$ cat src/rtl/adrv9001_tx_pkg.sv
// adrv9001_tx_pkg
//   Shared types and constants for the ADRV9001 transmit SSI framer:
//   enable-sequencer state enum, strobe words, byte/sample widths.
package adrv9001_tx_pkg;

  localparam int BYTE_W   = 8;
  localparam int SAMPLE_W = 16;

  localparam logic [BYTE_W-1:0] STROBE_SHORT = 8'h80;
  localparam logic [BYTE_W-1:0] STROBE_LONG  = 8'hFF;

  typedef enum logic [1:0] {
    ST_IDLE    = 2'd0,
    ST_WAIT_EN = 2'd1,
    ST_ACTIVE  = 2'd2,
    ST_DRAIN   = 2'd3
  } tx_state_e;

endpackage

$ cat src/rtl/adrv9001_tx_enable_ctrl.sv
// adrv9001_tx_enable_ctrl
//   Pin-mode enable sequencer. Drives the ADRV9001 TX enable pin and the
//   SSI-active flag, with programmable enable/disable delays in samples.
//   All state changes happen only on sample boundaries (i_boundary), so a
//   sample that started on the MSB cycle is always completed.
//   Ports:
//     i_clk, i_rstn          clock, async active-low reset
//     i_boundary             high on the LSB (second) cycle of each sample
//     i_enable, i_enable_mode  request and mode (0 = SPI, 1 = pin)
//     i_enable_delay, i_disable_delay  delay counts, sampled at load only
//     o_adrv9001_enable      TX enable pin
//     o_ssi_active           SSI accepting samples (ACTIVE or DRAIN)
//     o_cnt                  delay counter (only with ADRV9001_TX_FRAMER_DBG_EN)
module adrv9001_tx_enable_ctrl
  import adrv9001_tx_pkg::*;
(
  input  logic        i_clk,
  input  logic        i_rstn,
  input  logic        i_boundary,
  input  logic        i_enable,
  input  logic        i_enable_mode,
  input  logic [15:0] i_enable_delay,
  input  logic [15:0] i_disable_delay,
`ifdef ADRV9001_TX_FRAMER_DBG_EN
  output logic [15:0] o_cnt,
`endif
  output logic        o_adrv9001_enable,
  output logic        o_ssi_active
);

  tx_state_e   r_state;
  logic [15:0] r_cnt;
  logic        r_adrv_en;
  logic        r_ssi_active;

  always_ff @(posedge i_clk or negedge i_rstn) begin
    if (!i_rstn) begin
      r_state      <= ST_IDLE;
      r_cnt        <= '0;
      r_adrv_en    <= 1'b0;
      r_ssi_active <= 1'b0;
    end else if (i_boundary) begin
      if (!i_enable_mode) begin
        // SPI mode: the radio is enabled over SPI, SSI always streams.
        r_state      <= ST_ACTIVE;
        r_adrv_en    <= 1'b0;
        r_ssi_active <= 1'b1;
      end else begin
        case (r_state)
          ST_IDLE: begin
            r_ssi_active <= 1'b0;
            r_adrv_en    <= i_enable;
            if (i_enable) begin
              r_state <= ST_WAIT_EN;
              r_cnt   <= i_enable_delay;
            end
          end
          ST_WAIT_EN: begin
            if (!i_enable) begin
              r_state   <= ST_IDLE;
              r_adrv_en <= 1'b0;
            end else if (r_cnt == 16'd0) begin
              r_state      <= ST_ACTIVE;
              r_ssi_active <= 1'b1;
            end else begin
              r_cnt <= r_cnt - 16'd1;
            end
          end
          ST_ACTIVE: begin
            // Entered from SPI mode the pin was low; raise it now.
            r_adrv_en    <= 1'b1;
            r_ssi_active <= 1'b1;
            if (!i_enable) begin
              r_state <= ST_DRAIN;
              r_cnt   <= i_disable_delay;
            end
          end
          ST_DRAIN: begin
            if (i_enable) begin
              r_state <= ST_ACTIVE;
            end else if (r_cnt == 16'd0) begin
              r_state      <= ST_IDLE;
              r_adrv_en    <= 1'b0;
              r_ssi_active <= 1'b0;
            end else begin
              r_cnt <= r_cnt - 16'd1;
            end
          end
          default: begin
            r_state      <= ST_IDLE;
            r_adrv_en    <= 1'b0;
            r_ssi_active <= 1'b0;
          end
        endcase
      end
    end
  end

  assign o_adrv9001_enable = r_adrv_en;
  assign o_ssi_active      = r_ssi_active;
`ifdef ADRV9001_TX_FRAMER_DBG_EN
  assign o_cnt             = r_cnt;
`endif

endmodule

$ cat src/rtl/adrv9001_tx_framer.sv
// adrv9001_tx_framer
//   Transmit SSI framer for the ADRV9001 LVDS interface, in the divided SSI
//   clock domain. Each 32-bit {I,Q} sample from the AXI-stream slave is sent
//   over two cycles: MSB bytes on phase 0, LSB bytes on phase 1. Strobe runs
//   continuously. Underflow sends IDLE_DATA without stalling.
//   Optional macro ADRV9001_TX_FRAMER_DBG_EN builds a saturating underflow
//   counter; o_dbg = {underflow_cnt, delay_cnt}. Otherwise o_dbg = 0.
//   Ports:
//     i_clk, i_rstn                 clock, async active-low reset
//     i_enable, i_enable_mode       TX enable request, mode (0 SPI / 1 pin)
//     i_enable_delay, i_disable_delay  sequencer delays in samples
//     o_adrv9001_enable             ADRV9001 TX enable pin
//     i_s_axis_tdata/tvalid, o_s_axis_tready  sample stream
//     o_i_data, o_q_data, o_strobe  serdes words, bit 7 first
//     o_ssi_active                  sequencer in ACTIVE or DRAIN
//     o_dbg                         debug word
module adrv9001_tx_framer
  import adrv9001_tx_pkg::*;
#(
  parameter bit          LONG_STROBE = 1'b0,
  parameter logic [31:0] IDLE_DATA   = 32'h0000_0000
) (
  input  logic        i_clk,
  input  logic        i_rstn,
  input  logic        i_enable,
  input  logic        i_enable_mode,
  input  logic [15:0] i_enable_delay,
  input  logic [15:0] i_disable_delay,
  output logic        o_adrv9001_enable,
  input  logic [31:0] i_s_axis_tdata,
  input  logic        i_s_axis_tvalid,
  output logic        o_s_axis_tready,
  output logic [7:0]  o_i_data,
  output logic [7:0]  o_q_data,
  output logic [7:0]  o_strobe,
  output logic        o_ssi_active,
  output logic [31:0] o_dbg
);

  localparam logic [BYTE_W-1:0] STROBE_WORD = LONG_STROBE ? STROBE_LONG : STROBE_SHORT;

  logic              r_phase;
  logic [BYTE_W-1:0] r_i_data, r_q_data, r_strobe;
  logic [BYTE_W-1:0] r_i_lsb, r_q_lsb;
  logic              w_ssi_active;
  logic              w_tready;
  logic [31:0]       w_smp;
  logic [SAMPLE_W-1:0] w_i, w_q;

`ifdef ADRV9001_TX_FRAMER_DBG_EN
  logic [15:0] w_cnt;
`endif

  adrv9001_tx_enable_ctrl u_enable_ctrl (
    .i_clk             (i_clk),
    .i_rstn            (i_rstn),
    .i_boundary        (r_phase),
    .i_enable          (i_enable),
    .i_enable_mode     (i_enable_mode),
    .i_enable_delay    (i_enable_delay),
    .i_disable_delay   (i_disable_delay),
`ifdef ADRV9001_TX_FRAMER_DBG_EN
    .o_cnt             (w_cnt),
`endif
    .o_adrv9001_enable (o_adrv9001_enable),
    .o_ssi_active      (w_ssi_active)
  );

  // Ready depends on registers only, never on tvalid.
  assign w_tready = w_ssi_active & ~r_phase;
  assign w_smp    = (w_tready & i_s_axis_tvalid) ? i_s_axis_tdata : IDLE_DATA;
  assign w_i      = w_smp[2*SAMPLE_W-1:SAMPLE_W];
  assign w_q      = w_smp[SAMPLE_W-1:0];

  always_ff @(posedge i_clk or negedge i_rstn) begin
    if (!i_rstn) begin
      r_phase  <= 1'b0;
      r_i_data <= '0;
      r_q_data <= '0;
      r_strobe <= '0;
      r_i_lsb  <= '0;
      r_q_lsb  <= '0;
    end else begin
      r_phase <= ~r_phase;
      if (!r_phase) begin
        r_i_data <= w_i[SAMPLE_W-1:BYTE_W];
        r_q_data <= w_q[SAMPLE_W-1:BYTE_W];
        r_i_lsb  <= w_i[BYTE_W-1:0];
        r_q_lsb  <= w_q[BYTE_W-1:0];
        r_strobe <= STROBE_WORD;
      end else begin
        r_i_data <= r_i_lsb;
        r_q_data <= r_q_lsb;
        r_strobe <= '0;
      end
    end
  end

`ifdef ADRV9001_TX_FRAMER_DBG_EN
  logic        r_ssi_d;
  logic [15:0] r_uf_cnt;
  logic [31:0] r_dbg;
  logic [15:0] w_uf_base;

  // A 0->1 edge on ssi_active is exactly an entry to ACTIVE from IDLE or
  // WAIT_EN (DRAIN->ACTIVE keeps it high), so that edge clears the count.
  assign w_uf_base = (w_ssi_active & ~r_ssi_d) ? 16'd0 : r_uf_cnt;

  always_ff @(posedge i_clk or negedge i_rstn) begin
    if (!i_rstn) begin
      r_ssi_d  <= 1'b0;
      r_uf_cnt <= '0;
      r_dbg    <= '0;
    end else begin
      r_ssi_d <= w_ssi_active;
      if (!r_phase) begin
        if (w_ssi_active & ~i_s_axis_tvalid & (w_uf_base != 16'hFFFF))
          r_uf_cnt <= w_uf_base + 16'd1;
        else
          r_uf_cnt <= w_uf_base;
      end
      r_dbg <= {r_uf_cnt, w_cnt};
    end
  end

  assign o_dbg = r_dbg;
`else
  assign o_dbg = '0;
`endif

  assign o_s_axis_tready = w_tready;
  assign o_i_data        = r_i_data;
  assign o_q_data        = r_q_data;
  assign o_strobe        = r_strobe;
  assign o_ssi_active    = w_ssi_active;

endmodule

$ cat config.mk
export PLATFORM = sky130hd
export DESIGN_NAME = adrv9001_tx_framer
export DESIGN_NICKNAME = d
export VERILOG_FILES = /design/src/rtl/adrv9001_tx_pkg.sv /design/src/rtl/adrv9001_tx_enable_ctrl.sv /design/src/rtl/adrv9001_tx_framer.sv
export SDC_FILE = /design/constraint.sdc
export NUM_CORES = 1
export LEC_CHECK = 0
export CAP_MARGIN = 20
export CORE_ASPECT_RATIO = 1.4
export CORE_MARGIN = 4
export CORE_UTILIZATION = 39
export CTS_CLUSTER_DIAMETER = 50
export DETAILED_ROUTE_END_ITERATION = 10
export PLACE_DENSITY = 0.77
export SETUP_SLACK_MARGIN = 0.02
export SYNTH_ARGS = -nofsm -noshare
export SYNTH_HDL_FRONTEND = slang
export SYNTH_SLANG_ARGS = --single-unit
$ cat constraint.sdc
create_clock -name i_clk -period 2 [get_ports i_clk]
set_input_delay 0.3 -clock i_clk [delete_from_list [all_inputs] [get_ports i_clk]]
set_output_delay 0.3 -clock i_clk [all_outputs]
set_load 0.01 [all_outputs]
==> results.tsv <==
metric	value	unit
port_buffers	88	
routed_wl	8180	microns
place_hpwl	5500	microns
fmax	460	MHz
dieArea	9330	sq um
r2r_slack	-0.17	ns
synth.area.top_cells	dfrtp_1, buf_4, a22o_1	
fin_crit_sh	109	%
dp_cells	499	
fin_cells	520	
cellLeakagePower	2.00	nW
end_kind	flop	
clk_latency	0.31	ns
r2r-end	u_enable_ctrl.r_cnt[15]	
rsz0062_at_grt	yes	
hold_slack	0.105	ns
synthFlopType	dfrtp_1	
ys_warn_count	0	
synthCells	304	
die_w	82.8	microns
ys_types	50	
initial_core_util	40.7	%
ys_ff_latch	53	
synth_top_area_share	43.4	%
root_buffer	clkbuf_8	
gp_congestion	0.837	
antenna_left	0	
maxCapViolCount	0	
mostFrequentLayoutCell	clkdlybuf4s50_1	
grt_pass1_wl	11800	microns
crit_path_max_fanout	5	
drt-wirelength-per-cell	15.7	microns
vias	2677	
drtIter0Drc	85	
peakVddDrop	536	uV
cp-start-kind	flop	
drive_gt1_share	24.8	%
antenna_found_initial	0	
cp-startpoint	u_enable_ctrl.r_cnt[10]	
design_area	4510	sq um
htree_levels	2	
arrival	2.40	ns
placed_cell_area	4020	sq um
avgSynthCellArea	10.0	sq um
synthArstFlopShare	100	%
io_pins	128	
hp-class	in -> async	
grt_pass1_vias	2610	
synth_edf_count	0	
ys_seq_area_share	43.4	%
clk_pin_slew	0.10	ns
finClkSkew	0.00585	ns
status	complete, but fails checks	
post-route-util	60.1	%
layout.nets	497	
grt_usage	16.1	%
crit_type	reg -> reg	
power	5.28	mW
relSlewSlack	54.0	%
required	2.23	ns
rr_startpoint	u_enable_ctrl.r_cnt[10]	
violations	setup timing	
fill_cells	633	
worstMarginPinSlew	0.690	ns
postCtsHoldBufs	0	
area_growth	47.7	%
grt_start_max_net_pins	54	
firstDrtPassIters	4	
final_cell_mix	clkdlybuf4s50_1, dfrtp_1, conb_1	
cts_tree	yes	
num_antenna_cells	0	
drc	0	
min_period	2.17	ns
cts_sinks	53	
fin_ws	-0.174	ns
syn_area	3050	sq um
coreArea	7500	sq um
slew_violations	0	
reg2regPathDepth	9	
p_per_area	1170	nW/um^2
cts_buffer_depth	2	
vias_per_cell	5.15	
finalHoldViolations	0	
numCtsBuffers	5	
synth_area_leader_cell	dfrtp_1	
die_height	113	microns
rows	37	
overflow	0	
finalSetupViolCount	19	
power breakdown:
group | total (mW) | internal [mW] | switching [mW]
sequential | 1.58 | 1.35 | 0.222
combinational | 2.96 | 1.55 | 1.42
clock | 0.740 | 0.371 | 0.368
registers in the layout, indices dropped and copies added, names as in the netlist:
name and count:
u_enable_ctrl.o_ssi_active 1, o_strobe 1, u_enable_ctrl.r_state 2, o_q_data 8
r_i_lsb 8, u_enable_ctrl.o_adrv9001_enable 1, r_q_lsb 8, u_enable_ctrl.r_cnt 16
o_i_data 8
metal layers:
metal | up-vias | share of wire (%) | track usage [%]
met5 | - | 0 | 0
li1 | 1252 | - | -
met2 | 117 | 52 | 28.3
met3 | 13 | 8.6 | 4.86
met4 | 0 | 1.4 | 4.03
met1 | 1295 | 38 | 18.8
critical path, stage by stage (launching register included):
cell and delay [ns]:
dfrtp_1 0.39, or4_4 0.58, nor3b_4 0.29, buf_4 0.17
a2bb2oi_2 0.06, o21ai_4 0.16, buf_6 0.15, buf_6 0.13
nand2_1 0.07, o31ai_2 0.07
synth_stat cells, drive strengths merged, types with 2 or more instances:
library cell	n
dfrtp	53
buf	44
a22o	32
nand2	21
clkbuf	15
a21oi	13
nor2b	13
nor2	12
o21ai	12
o31ai	11
nor3	8
a221oi	7
inv	6
ha	5
nand2b	5
nand3	5
xnor2	5
mux2i	4
xor2	4
a22oi	3
or4	3
a211oi	2
a31oi	2
nor3b	2
or2	2
or3	2
through the flow:
| step | worst slack, ns | setup TNS [ns] |
|---|---|---|
| CTS | -0.142 | -1.55 |
| floorplan | -0.220 | -0.242 |
| detailed placement | -0.179 | -2.27 |
| global route | -0.313 | -4.10 |
| global placement | -0.126 | -1.45 |
| finish | -0.174 | -2.39 |
repair_timing:
action / in CTS / in global routing
endpoints found under the setup margin: 20 / 47
gates resized for setup: 15 / 51
pin swaps: 8 / 21
buffers inserted: 7 / 5
cloned: 0 / 2
worst max-delay path by stage:
stage / depth (start not counted) / to / slack (ns)
after floorplan: 8 / u_enable_ctrl.r_cnt[10] / -0.22
after CTS: 10 / u_enable_ctrl.r_cnt[11] / -0.14
after global placement: 8 / u_enable_ctrl.r_cnt[10] / -0.13
final: 9 / u_enable_ctrl.r_cnt[15] / -0.17
after detailed placement: 10 / u_enable_ctrl.r_cnt[11] / -0.18
after global routing: 9 / u_enable_ctrl.o_adrv9001_enable / -0.31
final cells by class:
type	count	area, sq um	area share, %
Timing Repair Buffer	133	1250	27.7
Tap cell	97	121	2.69
Multi-Input combinational cell	224	1680	37.3
Clock inverter	2	38.8	0.860
Clock buffer	5	68.8	1.53
Sequential cell	53	1330	29.4
Inverter	6	22.5	0.499
logic make-up (layout without fill, tap and decap cells):
kind of cell,count (synthesis),in the layout,share of synthesized area (%)
adder cells (fa/ha/maj),5,5,2.05
buffers and inverters,65,146,14.1
AO/OA/AOI/OAI,90,90,22.2
XOR/XNOR,9,9,2.58
other,1,39,0.123
flip-flops,53,53,43.4
AND/OR/NAND/NOR,76,76,13.8
multiplexers,5,5,1.68
(Power assumes the default switching activity.)
